==> config.mk <==
export PLATFORM = sky130hd
export DESIGN_NAME = process_scheduler_flat
export DESIGN_NICKNAME = d
export VERILOG_FILES = /design/src/rtl/process_scheduler_if.sv /design/src/rtl/process_scheduler.sv /design/src/flat_wrapper.sv
export SDC_FILE = /design/constraint.sdc
export NUM_CORES = 1
export LEC_CHECK = 0
export CAP_MARGIN = 20
export CORE_MARGIN = 2
export CORE_UTILIZATION = 63
export DETAILED_ROUTE_END_ITERATION = 10
export DONT_BUFFER_PORTS = 1
export GPL_ROUTABILITY_DRIVEN = 0
export MAX_ROUTING_LAYER = met4
export PLACE_DENSITY = 0.82
export SYNTH_ARGS = -nofsm -noshare
export SYNTH_HDL_FRONTEND = slang
export SYNTH_SLANG_ARGS = --single-unit
==> constraint.sdc <==
create_clock -name clk -period 4.2 [get_ports clk]
set_input_delay 0.84 -clock clk [delete_from_list [all_inputs] [get_ports clk]]
set_output_delay 0.84 -clock clk [all_outputs]
set_load 0.005 [all_outputs]
==> src/rtl/process_scheduler_if.sv <==
// Bus bundle between the ready-queue scheduler and its environment
// (channel/IO controller on the enqueue/requeue side, Core array on the
// per-core side).
//   master : drives enqueue/requeue requests and per-core status flags
//   slave  : the scheduler; drives enqueueReady, per-core messages/PIDs,
//            queueCount and the sticky overflow flag
// Per-core vectors are packed with core c at [3c+2:3c] for processorMessage
// and [pidBits*c +: pidBits] for resumeAddress.

`ifndef ADDRESS_BITS
`define ADDRESS_BITS 16
`endif
`ifndef PROCESSOR_MESSAGE_NONE
`define PROCESSOR_MESSAGE_NONE 3'd0
`endif
`ifndef PROCESSOR_MESSAGE_RESUME
`define PROCESSOR_MESSAGE_RESUME 3'd1
`endif

interface process_scheduler_if #(
  parameter int numCores  = 4,
  parameter int pidBits   = `ADDRESS_BITS,
  parameter int depthLog2 = 4
);
  logic                        enqueueValid;
  logic [pidBits-1:0]          enqueuePid;
  logic                        enqueueReady;
  logic                        requeueValid;
  logic [pidBits-1:0]          requeuePid;
  logic [numCores-1:0]         coreExecuting;
  logic [numCores-1:0]         coreReadyToReceive;
  logic [3*numCores-1:0]       processorMessage;
  logic [pidBits*numCores-1:0] resumeAddress;
  logic [depthLog2:0]          queueCount;
  logic                        overflow;

  modport master (
    output enqueueValid, enqueuePid, requeueValid, requeuePid,
           coreExecuting, coreReadyToReceive,
    input  enqueueReady, processorMessage, resumeAddress, queueCount, overflow
  );

  modport slave (
    input  enqueueValid, enqueuePid, requeueValid, requeuePid,
           coreExecuting, coreReadyToReceive,
    output enqueueReady, processorMessage, resumeAddress, queueCount, overflow
  );
endinterface

==> src/rtl/process_scheduler.sv <==
// Ready-queue scheduler for the multicore stack machine.
// Holds PIDs of runnable processes in a circular FIFO and dispatches the head
// PID to an idle, ready core (round-robin starting at rr pointer) by holding
// RESUME + PID on that core's message lines until the core reports executing.
// Yielding processes come back through the requeue path, which has priority
// over new enqueues.
// Ports:
//   clk    : system clock
//   reset  : asynchronous, active-high reset
//   bus    : process_scheduler_if.slave (enqueue/requeue inputs, per-core
//            executing/ready flags, per-core message/PID outputs, queueCount,
//            sticky overflow)

`ifndef ADDRESS_BITS
`define ADDRESS_BITS 16
`endif
`ifndef PROCESSOR_MESSAGE_NONE
`define PROCESSOR_MESSAGE_NONE 3'd0
`endif
`ifndef PROCESSOR_MESSAGE_RESUME
`define PROCESSOR_MESSAGE_RESUME 3'd1
`endif

module process_scheduler #(
  parameter int numCores  = 4,
  parameter int pidBits   = `ADDRESS_BITS,
  parameter int depthLog2 = 4
) (
  input  logic                  clk,
  input  logic                  reset,
  process_scheduler_if.slave    bus
);
  localparam int DEPTH     = 1 << depthLog2;
  localparam int CORE_BITS = (numCores > 1) ? $clog2(numCores) : 1;
  localparam logic [depthLog2:0]   DEPTH_COUNT = (depthLog2 + 1)'(DEPTH);
  localparam logic [CORE_BITS-1:0] LAST_CORE   = CORE_BITS'(numCores - 1);

  typedef enum logic [1:0] {
    CORE_IDLE,
    CORE_RESUMING,
    CORE_RUNNING
  } core_state_t;

  // Queue storage and bookkeeping
  logic [pidBits-1:0]   queue_mem [DEPTH];
  logic [depthLog2-1:0] rd_ptr_reg, wr_ptr_reg;
  logic [depthLog2:0]   count_reg, count_next;
  logic                 overflow_reg;
  logic [CORE_BITS-1:0] rr_reg;

  logic                 queue_full, queue_empty;
  logic                 enqueue_ready;
  logic                 push, pop, drop;
  logic [pidBits-1:0]   push_pid;
  logic [pidBits-1:0]   head_pid;

  // Grant selection
  logic [numCores-1:0]  eligible;
  logic                 grant_valid;
  logic [CORE_BITS-1:0] grant_core;

  assign queue_full    = (count_reg == DEPTH_COUNT);
  assign queue_empty   = (count_reg == '0);
  assign enqueue_ready = !queue_full && !bus.requeueValid;
  assign head_pid      = queue_mem[rd_ptr_reg];

  assign bus.enqueueReady = enqueue_ready;
  assign bus.queueCount   = count_reg;
  assign bus.overflow     = overflow_reg;

  // First eligible core at or after the round-robin pointer, wrapping.
  always_comb begin
    int idx;
    idx         = 0;
    grant_valid = 1'b0;
    grant_core  = '0;
    if (!queue_empty) begin
      for (int i = 0; i < numCores; i++) begin
        idx = (int'(rr_reg) + i) % numCores;
        if (!grant_valid && eligible[idx]) begin
          grant_valid = 1'b1;
          grant_core  = CORE_BITS'(idx);
        end
      end
    end
  end

  assign pop = grant_valid;

  // Requeue wins the single push slot. A requeue into a full queue is only
  // accepted when the head is popped the same cycle (the freed slot is the
  // one being written).
  always_comb begin
    push     = 1'b0;
    drop     = 1'b0;
    push_pid = bus.enqueuePid;
    if (bus.requeueValid) begin
      push_pid = bus.requeuePid;
      if (!queue_full || pop) begin
        push = 1'b1;
      end else begin
        drop = 1'b1;
      end
    end else if (bus.enqueueValid && enqueue_ready) begin
      push = 1'b1;
    end
  end

  always_comb begin
    count_next = count_reg;
    case ({push, pop})
      2'b10:   count_next = count_reg + 1'b1;
      2'b01:   count_next = count_reg - 1'b1;
      default: count_next = count_reg;
    endcase
  end

  always_ff @(posedge clk or posedge reset) begin
    if (reset) begin
      rd_ptr_reg   <= '0;
      wr_ptr_reg   <= '0;
      count_reg    <= '0;
      overflow_reg <= 1'b0;
      rr_reg       <= '0;
    end else begin
      count_reg <= count_next;
      if (push) wr_ptr_reg <= wr_ptr_reg + 1'b1;
      if (pop)  rd_ptr_reg <= rd_ptr_reg + 1'b1;
      if (drop) overflow_reg <= 1'b1;
      if (grant_valid) begin
        rr_reg <= (grant_core == LAST_CORE) ? '0 : grant_core + 1'b1;
      end
    end
  end

  // Storage carries no reset; contents are only meaningful below count_reg.
  always_ff @(posedge clk) begin
    if (push) queue_mem[wr_ptr_reg] <= push_pid;
  end

  // Per-core dispatch FSM: IDLE -> RESUMING (granted) -> RUNNING (core
  // reports executing) -> IDLE (core stops executing).
  for (genvar gi = 0; gi < numCores; gi++) begin : g_core
    core_state_t        state_reg, state_next;
    logic [pidBits-1:0] addr_reg;
    logic [2:0]         message;
    logic               granted;

    assign granted = grant_valid && (grant_core == CORE_BITS'(gi));

    always_ff @(posedge clk or posedge reset) begin
      if (reset) begin
        state_reg <= CORE_IDLE;
        addr_reg  <= '0;
      end else begin
        state_reg <= state_next;
        if (granted) addr_reg <= head_pid;
      end
    end

    always_comb begin
      state_next = state_reg;
      case (state_reg)
        CORE_IDLE:     if (granted) state_next = CORE_RESUMING;
        CORE_RESUMING: if (bus.coreExecuting[gi]) state_next = CORE_RUNNING;
        CORE_RUNNING:  if (!bus.coreExecuting[gi]) state_next = CORE_IDLE;
        default:       state_next = CORE_IDLE;
      endcase
    end

    always_comb begin
      message = `PROCESSOR_MESSAGE_NONE;
      if (state_reg == CORE_RESUMING) message = `PROCESSOR_MESSAGE_RESUME;
    end

    assign eligible[gi] = (state_reg == CORE_IDLE) && bus.coreReadyToReceive[gi];
    assign bus.processorMessage[3*gi +: 3]            = message;
    assign bus.resumeAddress[pidBits*gi +: pidBits]   = addr_reg;
  end

endmodule

==> src/flat_wrapper.sv <==
// flat-port wrapper written by rule: the top's interface ports become plain ports
module process_scheduler_flat 
#(
  parameter int numCores  = 4,
  parameter int pidBits   = `ADDRESS_BITS,
  parameter int depthLog2 = 4
)
  (clk, reset, bus_enqueueValid, bus_enqueuePid, bus_requeueValid, bus_requeuePid, bus_coreExecuting, bus_coreReadyToReceive, bus_enqueueReady, bus_processorMessage, bus_resumeAddress, bus_queueCount, bus_overflow);
  process_scheduler_if #(.numCores(numCores), .pidBits(pidBits), .depthLog2(depthLog2)) bus_i ();
  input  logic clk;
  input  logic reset;
  input wire logic [$bits(bus_i.enqueueValid)-1:0] bus_enqueueValid;
  input wire logic [$bits(bus_i.enqueuePid)-1:0] bus_enqueuePid;
  input wire logic [$bits(bus_i.requeueValid)-1:0] bus_requeueValid;
  input wire logic [$bits(bus_i.requeuePid)-1:0] bus_requeuePid;
  input wire logic [$bits(bus_i.coreExecuting)-1:0] bus_coreExecuting;
  input wire logic [$bits(bus_i.coreReadyToReceive)-1:0] bus_coreReadyToReceive;
  output wire logic [$bits(bus_i.enqueueReady)-1:0] bus_enqueueReady;
  output wire logic [$bits(bus_i.processorMessage)-1:0] bus_processorMessage;
  output wire logic [$bits(bus_i.resumeAddress)-1:0] bus_resumeAddress;
  output wire logic [$bits(bus_i.queueCount)-1:0] bus_queueCount;
  output wire logic [$bits(bus_i.overflow)-1:0] bus_overflow;
  assign bus_i.enqueueValid = bus_enqueueValid;
  assign bus_i.enqueuePid = bus_enqueuePid;
  assign bus_i.requeueValid = bus_requeueValid;
  assign bus_i.requeuePid = bus_requeuePid;
  assign bus_i.coreExecuting = bus_coreExecuting;
  assign bus_i.coreReadyToReceive = bus_coreReadyToReceive;
  assign bus_enqueueReady = bus_i.enqueueReady;
  assign bus_processorMessage = bus_i.processorMessage;
  assign bus_resumeAddress = bus_i.resumeAddress;
  assign bus_queueCount = bus_i.queueCount;
  assign bus_overflow = bus_i.overflow;
  process_scheduler #(.numCores(numCores), .pidBits(pidBits), .depthLog2(depthLog2)) u_core (.clk(clk), .reset(reset), .bus(bus_i));
endmodule
== Word-level counts from Yosys, hierarchy flattened ==
Memories as Yosys holds them, arrays and structs flattened.
Index checks and enable logic that the tools add are counted.

* Register bits after elaboration: 88
* Memory bits (writable): 256
* Output and inout bits: 83
* Logic and storage cells: 142
* Memories: 1

* Add/sub/neg operators: 8
* Order comparisons: 4
* Eq/ne operators: 26
* Mux-type cells: 54
* Bitwise operators: 3
* Reductions and logical operators: 33

{| class="wikitable"
|+ Memory list
! name !! depth !! width !! rd ports !! clocked after memory_dff !! wr ports !! RTL line !! RTL
|-
| u_core.queue_mem || 16 || 16 || 1 || 0 || 1 || process_scheduler.sv:45 || <nowiki>logic [pidBits-1:0] queue_mem [DEPTH];</nowiki>
|}

{| class="wikitable"
|+ Operators with widths
! operator !! number
|-
| 2-to-1 mux 2 bit || 18
|-
| 2-to-1 mux 1 bit || 26
|-
| one-hot mux 2 bit (3 select lines) || 4
|-
| 2-to-1 mux 16 bit || 1
|-
| != test 2 bit (second input constant) || 8
|-
| == test 2 bit (second input constant) || 7
|-
| logical AND 1 bit || 13
|-
| == test 2 x 1 -> 1 bit (second input constant) || 6
|-
| < comparator 3 x 4 -> 1 bit (second input constant) || 3
|-
| AND reduction 3 bit || 4
|-
| logical NOT 2 bit || 5
|-
| one-hot mux 5 bit (2 select lines) || 1
|-
| adder 4 x 1 -> 4 bit (second input constant) || 2
|-
| binary-select mux 1 bit (select 2 bit) || 4
|-
| != test 2 x 1 -> 1 bit (second input constant) || 4
|-
| OR reduction 2 bit || 3
|-
| adder 5 x 1 -> 5 bit (second input constant) || 1
|-
| == test 5 bit (second input constant) || 1
|-
| logical NOT 1 bit || 5
|-
| logical NOT 5 bit || 1
|-
| subtractor 5 x 1 -> 5 bit (second input constant) || 1
|-
| adder 2 x 1 -> 2 bit (second input constant) || 2
|-
| adder 2 bit (second input constant) || 2
|-
| bitwise AND 1 bit (first input constant) || 3
|-
| 3 further kinds || 3
|}

== Longest topological paths before layout ==
Gate-level depths: netlist of run 1.

* Depth after elaboration: 23
* Depth in mapped cells: 14
* Mapped depth without buffers: 11

== Least setup slack after synthesis of run 1 ==
Ideal clock, no wire load.

* Kind: input-to-reg
* Start: input port bus_requeueValid
* End: memory u_core.queue_mem[0][0] in the netlist's numbering, enable pin
* Setup time: 0.436 ns
* Arrival time: 3.411 ns
* Data required time: 3.764 ns
* Setup slack: 0.353 ns
* Cell stages on the path: 5
* Path through: clkbuf_1 -> o41ai_1 -> and2_1 -> buf_2 -> nor4b_1

* Cells in the longest elaborated chain, start to end: 7

{| class="wikitable"
|+ Ends and longest elaborated chain
! element !! RTL line !! RTL
|-
| start: declaration || flat_wrapper.sv:14 || <nowiki>input wire logic [$bits(bus_i.requeueValid)-1:0] bus_requeueValid;</nowiki>
|-
| logical NOT 1 bit || process_scheduler.sv:64 || <nowiki>assign enqueue_ready = !queue_full && !bus.requeueValid;</nowiki>
|-
| logical AND 1 bit || process_scheduler.sv:64 ||
|-
| logical AND 1 bit || process_scheduler.sv:104 || <nowiki>end else if (bus.enqueueValid && enqueue_ready) begin</nowiki>
|-
| 2-to-1 mux 1 bit || process_scheduler.sv:104 ||
|-
| 2-to-1 mux 1 bit * || process_scheduler.sv:97 || <nowiki>if (bus.requeueValid) begin</nowiki>
|-
| 2-to-1 mux 1 bit * || process_scheduler.sv:138 || <nowiki>if (push) queue_mem[wr_ptr_reg] <= push_pid;</nowiki>
|-
| 2-to-1 mux 1 bit (not written as such) * || process_scheduler.sv:138 ||
|-
| end: declaration || process_scheduler.sv:45 ||
|}

Every way passes the cells marked *; elsewhere a longest branch is shown, timed or not.

== Worst setup path after layout of run 1 ==
* Start: register u_core.count_reg[0], in the netlist u_core.bus.queueCount[0]
* End: register u_core.count_reg[4], in the netlist u_core.bus.queueCount[4]

* Elaborated cells on any way between the ends: 16

{| class="wikitable"
|+ RTL lines
! element !! RTL line !! RTL
|-
| start: declaration || process_scheduler.sv:47 || <nowiki>logic [depthLog2:0] count_reg, count_next;</nowiki>
|-
| start signal: assignment || process_scheduler.sv:126 || <nowiki>count_reg <= count_next;</nowiki>
|-
| logical NOT 5 bit * || process_scheduler.sv:63 || <nowiki>assign queue_empty = (count_reg == '0);</nowiki>
|-
| 2-to-1 mux 1 bit * || process_scheduler.sv:77 || <nowiki>if (!queue_empty) begin</nowiki>
|-
| via u_core.grant_valid || process_scheduler.sv:59 || <nowiki>logic grant_valid;</nowiki>
|-
| logical OR 1 bit || process_scheduler.sv:99 || <nowiki>if (!queue_full || pop) begin</nowiki>
|-
| 2-to-1 mux 1 bit || process_scheduler.sv:99 ||
|-
| 2-to-1 mux 1 bit || process_scheduler.sv:97 ||
|-
| == test 2 x 1 -> 1 bit or == test 2 bit (tied branches) || process_scheduler.sv:111 || <nowiki>case ({push, pop})</nowiki>
|-
| one-hot mux 5 bit (2 select lines) or nonzero test 2 bit (tied branches) || -- ||
|}

The timed path passes the listed nets; every way through them passes the cells marked *.
A chain may end at the register's enable or synchronous reset.

==> results, run 1 <==
- The area fraction of the dominant cell type after synthesis is 0.540.
- The first global-routing pass estimated approximately 42000 um of wire.
- The area growth from synthesis to layout is 9.67%.
- The detailed-route via count is 6758.
- The most critical setup path has its startpoint at u_core.bus.queueCount[0].
- The first routing iteration left 501 violations.
- The startpoint of the worst register-to-register path is u_core.bus.queueCount[0].
- The largest fanout on the critical path is 10.
- The filler cell count in the final layout is ~1200.
- The count of final hold-check violations was 0.
- The worst pin sits at a relative slew slack of 0.313.
- The post-CTS clock slew at the launch and capture registers of the worst setup and hold paths is ~0.06 ns.
- The pre-antenna-repair detailed-routing pass consisted of 5 iterations.
- Pin placement for this block handled 127 I/O pins.
- Dividing total power by cell area gives a power density of 783 mW/mm^2.
- The post-layout total power is 12.2 mW.
- The proportion of power drawn by combinational gates is 0.336.
- The sequential share of power is 0.436.
- The count of port buffers added during placement is 0.
- The number of endpoints failing setup at the final stage is 0.
- The count of nets after finishing is 799.
- The clock arrives with ~0.026 ns of skew.
- The unique cell type count in the Yosys netlist is 52.
- The die covers 0.0238 mm^2.
- The clock reaches the later pin of the worst-skew pair after 0.51 ns.
- Entering global routing, the biggest net connects 68 pins.
- In the final routed layout, each cell accounts on average for 27.0 um.
- The tree built by TritonCTS fans out to 344 sinks.
- Detailed placement finished with a half-perimeter wire length of roughly 16000 um.
- Static timing analysis puts the maximum clock frequency at 316 MHz.
- The number of flip-flops under the largest register name is 256.
- The number of buffers added by the clock tree synthesis step is 34.
- The post-synthesis sequential element count is about 340.
- The max-cap violation count is 0.
- The root buffer selected by CTS is clkbuf_16.
- The period utilization is 0.754.
- The static leakage power is roughly 5.7 nW.
- Setup repair after global routing left no endpoint under its margin.
- The post-synthesis cell area is roughly 0.014 mm^2.
- The data required time of the critical path is ~4.6 ns.
- During synthesis, Yosys emitted a total of 0 warnings.
- In the global route stage, overall resource usage came out at 0.248.
- The most common library cell in the layout ignoring fill and taps is edfxtp_1.
- The cell row count is 54.
- The final number of max-transition violations is 0.
- The placed cell area is 0.0146 mm^2.
- The core footprint is roughly 0.022 mm^2.
- The initial antenna violation count is 0.
- Once detail routing completed, the nets flagged for antenna violations numbered 0.
- The min-delay analysis places its worst path in the category input pin to asynchronous set/reset pin.
- At the pin with the least slew margin, the transition time is 1.03 ns.
- After layout, the minimum clock period comes to roughly 3.2 ns.
- The buffer depth of the longest clock path is 3.
- The overall die width is 154 um.
- The H-tree generated during clock tree synthesis spans 2 levels.
- The number of global-route vias before repair is between 6000 and 7000.
- The quantity of hold-fixing buffers added after cts is 0.
- The post-synthesis cell count is between 700 and 800.
- The average cell area after synthesis is approximately 20 um^2.
- The number of setup buffers added after CTS is 0.
- The fraction of power spent switching nets is 0.321.
- The worst-case IR drop observed on VDD is roughly 0.39 mV.
- After detailed routing, the number of vias per cell comes to ~6.5.
- The final cell area excluding filler cells is around 0.016 mm^2.
- The post-synthesis sequential area ratio is 0.695.
- After synthesis, the cell types taking the most area are edfxtp_1 54%, dfrtp_1 15%, mux4_2 10%.
- The height of the die is between 150 and 200 um.
- The run finished with clean final reports.
- The final design utilization is 0.708.
- STA classifies the critical path endpoint as a register.
- The part of the power in the clock network is 0.228.
- The repair_antennas step left the layout with diodes totalling 0.
- For this block, the routed nets add up to roughly 28000 um of wire.
- The type of origin of the critical path is a register.
- The internal power is a little over 8 mW.
- The number of synthesized flops with an enable pin is ~260.
- The initial utilization of the core area, before any placement, comes to 0.646.
- The prevailing post-synth register cell is edfxtp_1.
- Post-CTS repair changed the size of 0 cells.
- The final sum of negative setup slack is 0 ns.
- The most area-hungry cell type in the Yosys netlist is edfxtp_1.
- The remaining routing DRC violations is 0.
- The critical path start-end classification is register to register.
- The total congestion overflow after global routing is 0.
- The top cell types in the final layout, fill and taps aside, are 256 x edfxtp_1, 85 x dfrtp_1, 64 x mux4_2.
- Summed over all nets, the switching power comes to around 4 mW.
- The arrival time of data at the critical path endpoint is roughly 3.5 ns.
- In the final layout, the share of cells above drive strength 1 is 0.308.
- TritonCTS built the clock tree.
- The proportion of synthesized flip-flops having asynchronous set or reset is 0.256.
## cell usage after synthesis, types with 2 or more instances
library cell	number
xnor2_1	5
mux2i_1	48
o21a_1	4
ha_1	12
nand2_1	12
mux2_1	14
mux2_4	36
nor4b_1	5
nand3_1	3
dfrtp_1	88
nor3b_1	6
nor3b_2	2
nor2_1	4
nand3_4	4
a21o_1	2
a22oi_1	2
a21oi_1	7
xor2_1	7
mux2_2	34
nor2b_1	9
and3_1	2
buf_6	6
o221a_2	2
inv_1	6
o21ai_0	2
buf_4	12
edfxtp_1	256
o22ai_1	2
buf_8	4
o31ai_1	5
mux4_2	64
nand2b_1	5
a31oi_1	2
or2_2	3
nor3_1	8
clkbuf_1	10
buf_2	15
## per-stage QoR
stage | instances | hold WS (ns) | setup slack, ns
2_1_floorplan | 730 | 0.451 | 0.353
3_3_place_gp | 986 | 0.496 | 0.841
3_5_place_dp | 986 | 0.488 | 0.775
4_1_cts | 1046 | 0.444 | 1.02
5_1_grt | 1047 | 0.168 | 0.772
6_report | 1047 | 0.165 | 1.03
## path summary, 6_finish.rpt
check,end,slack [ns],depth (start not counted)
max,u_core.bus.queueCount[4],1.03,11
min,u_core.g_core[0].addr_reg[2],0.16,1
max reg2reg,u_core.bus.queueCount[4],1.03,11
min reg2reg,u_core.bus.overflow,0.51,1
max in group asynchronous,u_core.rd_ptr_reg[3],3.46,2
min in group clk,u_core.bus.overflow,0.46,1
## layout make-up
type                    count  area, um^2  area share
flip-flops and latches    344        9900       0.634
clock inverters            11        53.8     0.00345
clock buffers              49         971      0.0622
inverters                   6        23.8     0.00152
repair buffers             24         213      0.0136
well taps                 280         350      0.0225
multi-input cells         333        4100       0.263
## critical path, cell delays in order, from the launching register on
cell and delay, ns:
dfrtp_1 0.47, nor4_2 0.47, nand2b_1 0.43, nand2_1 0.26, inv_1 0.12, ha_1 0.32
xor2_1 0.18, ha_1 0.22, and3b_1 0.16, o21ai_0 0.14, a31oi_1 0.11, xor2_1 0.15
## per-layer routing
layer | share of wire | wire (um) | GRT usage | vias to the layer above
met5 | 0 | 0 | - | -
met4 | 0.018 | 498 | 0.0679 | 0
li1 | - | - | - | 2889
met1 | 0.39 | 10900 | 0.309 | 3549
met2 | 0.53 | 14900 | 0.421 | 277
met3 | 0.070 | 1970 | 0.0524 | 43
## kinds of logic after synthesis
family                   synth area share
buffers and inverters              0.0248
adder cells (fa/ha/maj)            0.0106
AO/OA/AOI/OAI                      0.0169
AND/OR/NAND/NOR                    0.0339
XOR/XNOR                          0.00739
multiplexers                        0.211
other                            0.000264
flip-flops                          0.695
## power by group through the flow
| stage | Sequential (mW) | Combinational [mW] | Clock, mW |
|---|---|---|---|
| floorplan | 4.98 | 3.50 | 0 |
| global placement | 5.31 | 3.91 | 0 |
| detailed placement | 5.38 | 4.09 | 0 |
| CTS | 5.33 | 4.13 | 2.83 |
| global route | 5.42 | 4.41 | 2.96 |
| finish | 5.32 | 4.11 | 2.79 |
(Power assumes the default switching activity.)
==> run 2: changes to the inputs <==
- clock period: 4.2 -> 3.1 ns (I/O delays scaled with it)
==> run 2 against run 1 <==
Clock skew shrank 0.0021 ns. First-iteration DRC count increased by 40%. Count of clock-buffer cells in the layout is 2 lower. Design area is 1.9% higher. Die area unchanged. Utilization increased by 1.3 points.
==> results, run 2 (synthesis results as in run 1) <==
- Setup violations remaining at the end of the flow were counted as 0.
- Along the worst path, the maximum fanout reaches 8.
- The length of the first detailed-routing pass in iterations is 5.
- The worst setup path is launched from a register.
- The detail-routed net length per standard cell is around 27 um.
- In this run the vertical extent of the chip is ~150 um.
- Summing all multi-input logic gate instances after layout gives around 0.0041 mm^2.
- The type of element capturing the critical path is a register.
- Based on the critical path, the design can be clocked at up to between 300 and 400 MHz.
- The initial antenna violation count is 0.
- The most common library cell in the layout ignoring fill and taps is edfxtp_1.
- The signed area change from the synthesized netlist to the final layout is 11.7%.
- The floorplan step defined a die boundary enclosing 0.0238 mm^2.
- The worst path meets setup with 0.281 ns of slack.
- The number of routed nets with antenna violations is 0.
- The worst relative slew slack is 0.502.
- The internal reg-to-reg setup slack is roughly 0.28 ns.
- The worst hold path belongs to the class input pin to register.
- The worst setup slack after placement is between 0.1 and 0.15 ns.
- In this run the worst setup path begins at u_core.bus.queueCount[1].
- The remaining routing DRC violations is 0.
- The clock net in this run drives a total of ~340 sinks.
- Once the clock tree was built, the setup fixing pass inserted 0 buffers.
- The period utilization is 0.909.
- The finished cells cover ~0.016 mm^2.
- STA puts the critical path data required time at around 3.5 ns.
- In the final design database the tool counted 816 nets.
- The startpoint of the worst register-to-register path is u_core.bus.queueCount[1].
- In this run the static leakage power is around 5.8 nW.
- Row generation in the floorplan step produced between 50 and 60 rows.
- In this run the horizontal extent of the chip is 154 um.
- In the final layout, the share of cells above drive strength 1 is 0.329.
- Across every metal layer, demand over resource in global routing totals 0.258.
- By startpoint and endpoint, the worst setup path is classified as register to register.
- Entering global routing, the biggest net connects 79 pins.
- The layout has between 1000 and 1500 filler cells.
- The number of global-route vias before repair is slightly above 7000.
- The minimum clock period after layout is approximately 2.8 ns.
- For the pin with the worst max-slew slack, the measured transition is ~0.73 ns.
- Setup repair after global routing left no endpoint under its margin.
- The number of instances resized during post-cts repair is 0.
- The core footprint is between 0.02 and 0.025 mm^2.
- The count of placed standard cells including taps is about 1000.
- Adding up every negative setup slack in the final design gives 0 ns.
- After detailed routing, the total wire length is between 20000 and 30000 um.
- Max-cap violations in this run came to 0.
- In this run the tool buffered the top-level ports with 0 buffer cells.
- After clock tree synthesis, the clock-pin slew on the worst setup and hold paths is 0.06 ns.
- For the worst setup path, the data arrival time is around 3.3 ns.
- The later pin in the worst-skew pair is clocked with a latency of approximately 0.52 ns.
- CTS built an H-tree with a depth of 2.
- The cell count of the worst reg-to-reg path is 10.
- The number of flip-flops under the largest register name is roughly 260.
- The routed via count divided by cell count is ~6.5.
- For the final database, setup skew stands at 0.0240 ns.
- Summing all placed instances gives a cell area of 0.0147 mm^2.
- The number of DRC violations after detailed-routing iteration 0 is 700.
- TritonCTS built the clock tree.
- The endpoint identified for the worst register-to-register timing path is u_core.bus.queueCount[4].
- The flow ran to the end, and the final reports show no timing, DRC or antenna violations.
- Counting along the longest clock path gives a buffer depth of 3.
- In the final layout, flip-flops and latches occupy between 0.009 and 0.01 mm^2.
- The number of cells in the finished layout apart from fillers is 1068.
- The initial utilization of the core area, before any placement, comes to 0.646.
- The final worst hold slack is around 0.22 ns.
- The post-layout total power is between 15 and 20 mW.
- The library cells used most frequently in the layout, excluding fill and tap cells, are 256 x edfxtp_1, 85 x dfrtp_1, 64 x mux4_2.
- The final number of max-transition violations is 0.
- The number of primary I/O pins is 127.
- The routed layout has roughly 7000 vias.
- The total congestion overflow after global routing is 0.
- The root buffer cell chosen for the clock tree is clkbuf_16.
- IR analysis of the VDD net gives a maximum drop of between 0.4 and 0.5 mV.
- The critical path endpoint is u_core.bus.queueCount[4].
- Once layout is complete, the utilization of the core stands at 0.722.
- Counting the buffers created by CTS gives 35.
- The count of final hold-check violations is 0.
- The power density over the cells is 1080 mW/mm^2.
- The detailed-placement wirelength estimate is roughly 18000 um.
- The wire length of the first global-routing pass is ~44000 um.
==> run 2: cell types whose count changed in the layout (fill, tap and decap cells not counted), moves of 2 or more <==
cell	delta
bufinv_16	+2
clkbuf_1	-7
clkbuf_8	+6
buf_4	+14
clkinv_1	+3
clkbuf_4	-2
buf_12	+2
==> run 2: repair_timing <==
| item | CTS | global route |
|---|---|---|
| endpoints found under the setup margin | 0 | 0 |
| endpoints found under the hold margin | 10 | 0 |
| hold buffers | 1 | 0 |
==> run 2: critical path: stages, from the launching register on <==
cell,delay (ns)
dfrtp_1,0.48
nor4_2,0.47
o2bb2ai_1,0.24
and2_1,0.28
ha_1,0.22
xor2_1,0.16
ha_1,0.20
and3b_1,0.17
o21ai_0,0.09
a31oi_1,0.25
xor2_1,0.17
==> run 2: worst min path at each step <==
stage                    startpoint                             to  slack [ns]  depth (start not counted)
6_report       bus_coreExecuting[3]  u_core.g_core[3].state_reg[1]        0.22                          1
4_1_cts        bus_coreExecuting[3]  u_core.g_core[3].state_reg[1]        0.20                          1
2_1_floorplan   u_core.bus.overflow            u_core.bus.overflow        0.45                          1
5_1_grt        bus_coreExecuting[3]  u_core.g_core[3].state_reg[1]        0.21                          1
3_5_place_dp                  reset   u_core.g_core[2].addr_reg[4]        0.42                          1
3_3_place_gp                  reset   u_core.g_core[2].addr_reg[6]        0.42                          1
==> run 2: power by group <==
part	internal [mW]	switching (mW)	leakage [nW]	total, mW
registers	6.21	1.01	3.37	7.22
logic	2.93	2.83	1.88	5.77
clock network	2.52	1.66	0.583	4.18
total	11.7	5.50	5.83	17.2
==> run 2: cell type report <==
class | instances | share of cell area
Antenna cell | 1 | 0.000157
Clock buffer | 47 | 0.0652
Clock inverter | 17 | 0.00897
Inverter | 6 | 0.00150
Multi-Input combinational cell | 333 | 0.258
Sequential cell | 344 | 0.622
Tap cell | 280 | 0.0220
Timing Repair Buffer | 40 | 0.0214
==> run 2: metal layers <==
metal	track usage	wire length (um)
met1	0.328	11400
met2	0.423	14800
met3	0.0572	2440
met4	0.0776	695
met5	-	0
==> run 3: changes to the inputs <==
- CORE_ASPECT_RATIO: unset -> 1.5
==> run 3 against run 2 <==
Hold slack worse by 0.17 ns. Wire length is 2.1% lower. Sequential power is 0.6% lower. Flip-flop and latch count stayed put. Highest routed layer unchanged. Sequential share of layout area is 0.66 points higher. Critical endpoint unchanged. First-iteration DRC count is 7.9% lower. Non-clock buffer count is 1 lower.
==> results, run 3 (synthesis results as in run 1) <==
- The static leakage power is between 5 and 6 nW.
- The worst relative slew slack is 0.395.
- The effective utilization at floorplan is 0.638.
- The count of port buffers added during placement is 0.
- Clock-pin slew was measured on the worst setup and hold paths at about 0.070 ns.
- The area growth from synthesis to layout is 10.6%.
- The internal reg-to-reg setup slack is about 0.27 ns.
- Hold repair after CTS inserted 0 buffers.
- The worst IR drop on VDD is roughly 0.57 mV.
- In the routed design, unresolved DRC markers number 0.
- The total congestion overflow after global routing is 0.
- The arrival time of data at the critical path endpoint is 3.32 ns.
- The data required time of the critical path is approximately 3.6 ns.
- Clock tree synthesis found a total of 344 sinks.
- The period utilization is 0.913.
- The buffer depth of the longest clock path is 3.
- The detailed-route via count is between 6000 and 7000.
- In the layout the commonest cells are 256 x edfxtp_1, 85 x dfrtp_1, 64 x mux4_2.
- For this block, the routed nets add up to between 20000 and 30000 um of wire.
- The overall routing resource usage is 0.253.
- The worst min-delay path category is input pin to asynchronous set/reset pin.
- Across all setup checks in the final design, the least slack found is 0.271 ns.
- The most common library cell in the layout ignoring fill and taps is edfxtp_1.
- The routed via count divided by cell count is 6.47.
- The highest clock frequency the design can meet is between 300 and 400 MHz.
- The worst clock skew is about 0.017 ns.
- The number of global-route vias before repair is 7345.
- The root buffer selected by CTS is clkbuf_16.
- The final sum of negative setup slack is 0 ns.
- The cell count of the worst reg-to-reg path is 10.
- The final cell area excluding filler cells is around 0.016 mm^2.
- The floorplan step set the die height to around 190 um.
- For this design the ratio of total power to cell area is approximately 1100 mW/mm^2.
- The number of flip-flops under the largest register name is between 200 and 300.
- The number of cells in the finished layout apart from fillers is ~1100.
- The fraction of layout cells with a size suffix above 1 is 0.328.
- Measured along the x axis, the die boundary spans 127 um.
- The number of clock buffers added by TritonCTS is 30.
- The pin count of the biggest net entering global routing is 66.
- The number of DRC violations after detailed-routing iteration 0 is approximately 650.
- The initial antenna violation count is 0.
- The number of primary I/O pins is 127.
- 0 antenna diodes ended up in the layout.
- The die outline area is around 0.024 mm^2.
- The count of placed standard cells including taps is 998.
- The transition time of the tightest slew-check pin is 0.903 ns.
- Setup repair after global routing left no endpoint under its margin.
- In this run the core area contains between 60 and 70 standard-cell rows.
- After detailed placement, the total cell area comes to approximately 0.015 mm^2.
- The number of buffers inserted by post-CTS setup repair is 0.
- The worst setup slack after placement is -0.103 ns.
- The post-layout total power is 16.7 mW.
- The flow ran to the end, and the final reports show no timing, DRC or antenna violations.
- The capture point of the worst reg-to-reg path is u_core.bus.queueCount[4].
- After floorplanning, the core was sized to cover between 0.02 and 0.025 mm^2.
- The type of origin of the critical path is a register.
- The max-cap violation count is 0.
- The largest fanout on the critical path is 9.
- The CTS H-tree depth is 1.
- The critical path is of the register to register type.
- The minimum clock period after layout is 2.83 ns.
- STA classifies the critical path endpoint as a register.
- In this run the critical register-to-register path is launched from u_core.bus.queueCount[1].
- The first global-routing pass estimated around 44000 um of wire.
- The count of nets after finishing is just over 800.
- The count of final hold-check violations is 0.
- The TritonCTS clock tree is built.
- The number of routed nets with antenna violations is 0.
- After detailed routing, the average wire length per cell comes to about 27 um.
- Setup violations remaining at the end of the flow were counted as 0.
- The latest clock arrival within the worst-skew pair is ~0.57 ns.
- The detailed-placement wirelength estimate is about 18000 um.
- The final number of max-transition violations came to 0.
- The first detailed-routing pass took 5 iterations.
run 3: area by class of cell:
| class | instances | area (um^2) |
|---|---|---|
| Clock buffer | 40 | 873 |
| Clock inverter | 16 | 119 |
| Fill cell | 1284 | 6570 |
| Inverter | 6 | 23.8 |
| Multi-Input combinational cell | 333 | 4120 |
| Sequential cell | 344 | 9900 |
| Tap cell | 276 | 345 |
| Timing Repair Buffer | 39 | 355 |
run 3: report_power, final:
part / leakage, nW / switching (mW) / total (mW) / internal (mW)
clock network: 0.493 / 1.64 / 3.72 / 2.08
registers: 3.37 / 0.970 / 7.18 / 6.21
logic: 1.89 / 2.84 / 5.82 / 2.98
run 3: how the worst max path moves through the flow:
stage,cells past startpoint,start,slack [ns],endpoint
after global placement,10,bus_coreReadyToReceive[3],-0.01,u_core.bus.queueCount[4]
after floorplan,5,bus_requeueValid,-0.53,u_core.queue_mem[0][0]
after global routing,7,u_core.rr_reg[1],0.08,u_core.g_core[1].addr_reg[10]
final,10,u_core.bus.queueCount[1],0.27,u_core.bus.queueCount[4]
after CTS,10,u_core.bus.queueCount[1],0.07,u_core.bus.queueCount[4]
after detailed placement,10,bus_coreReadyToReceive[3],-0.10,u_core.bus.queueCount[2]
run 3: through the flow:
step | utilization | hold slack (ns)
after floorplan | - | 0.451
after global placement | 0.660 | 0.501
after detailed placement | 0.660 | 0.512
after CTS | 0.705 | 0.0525
after global routing | 0.705 | 0.0903
final | 0.705 | 0.0490
run 3: what timing repair did:
| item | 4_1_cts | 5_1_grt |
|---|---|---|
| setup endpoints to repair | 0 | 2 |
| endpoints found under the hold margin | 0 | 0 |
| resized for setup | 0 | 3 |
run 3: worst max-delay path, cell delays in order, from the launching register on:
cell,delay [ns]
dfrtp_1,0.51
nor4_4,0.35
o2bb2ai_1,0.22
and2_2,0.35
ha_2,0.33
xor2_1,0.17
ha_1,0.21
and3b_1,0.16
o21ai_0,0.07
a31oi_1,0.20
xor2_1,0.16
run 3: per-layer routing:
metal | global-route usage | share of wire | wire (um) | vias to the layer above
li1 | - | - | - | 2905
met1 | 0.315 | 0.38 | 10800 | 3586
met2 | 0.436 | 0.54 | 15400 | 265
met3 | 0.0357 | 0.058 | 1650 | 64
met4 | 0.0786 | 0.031 | 881 | 0
met5 | - | 0 | 0 | -
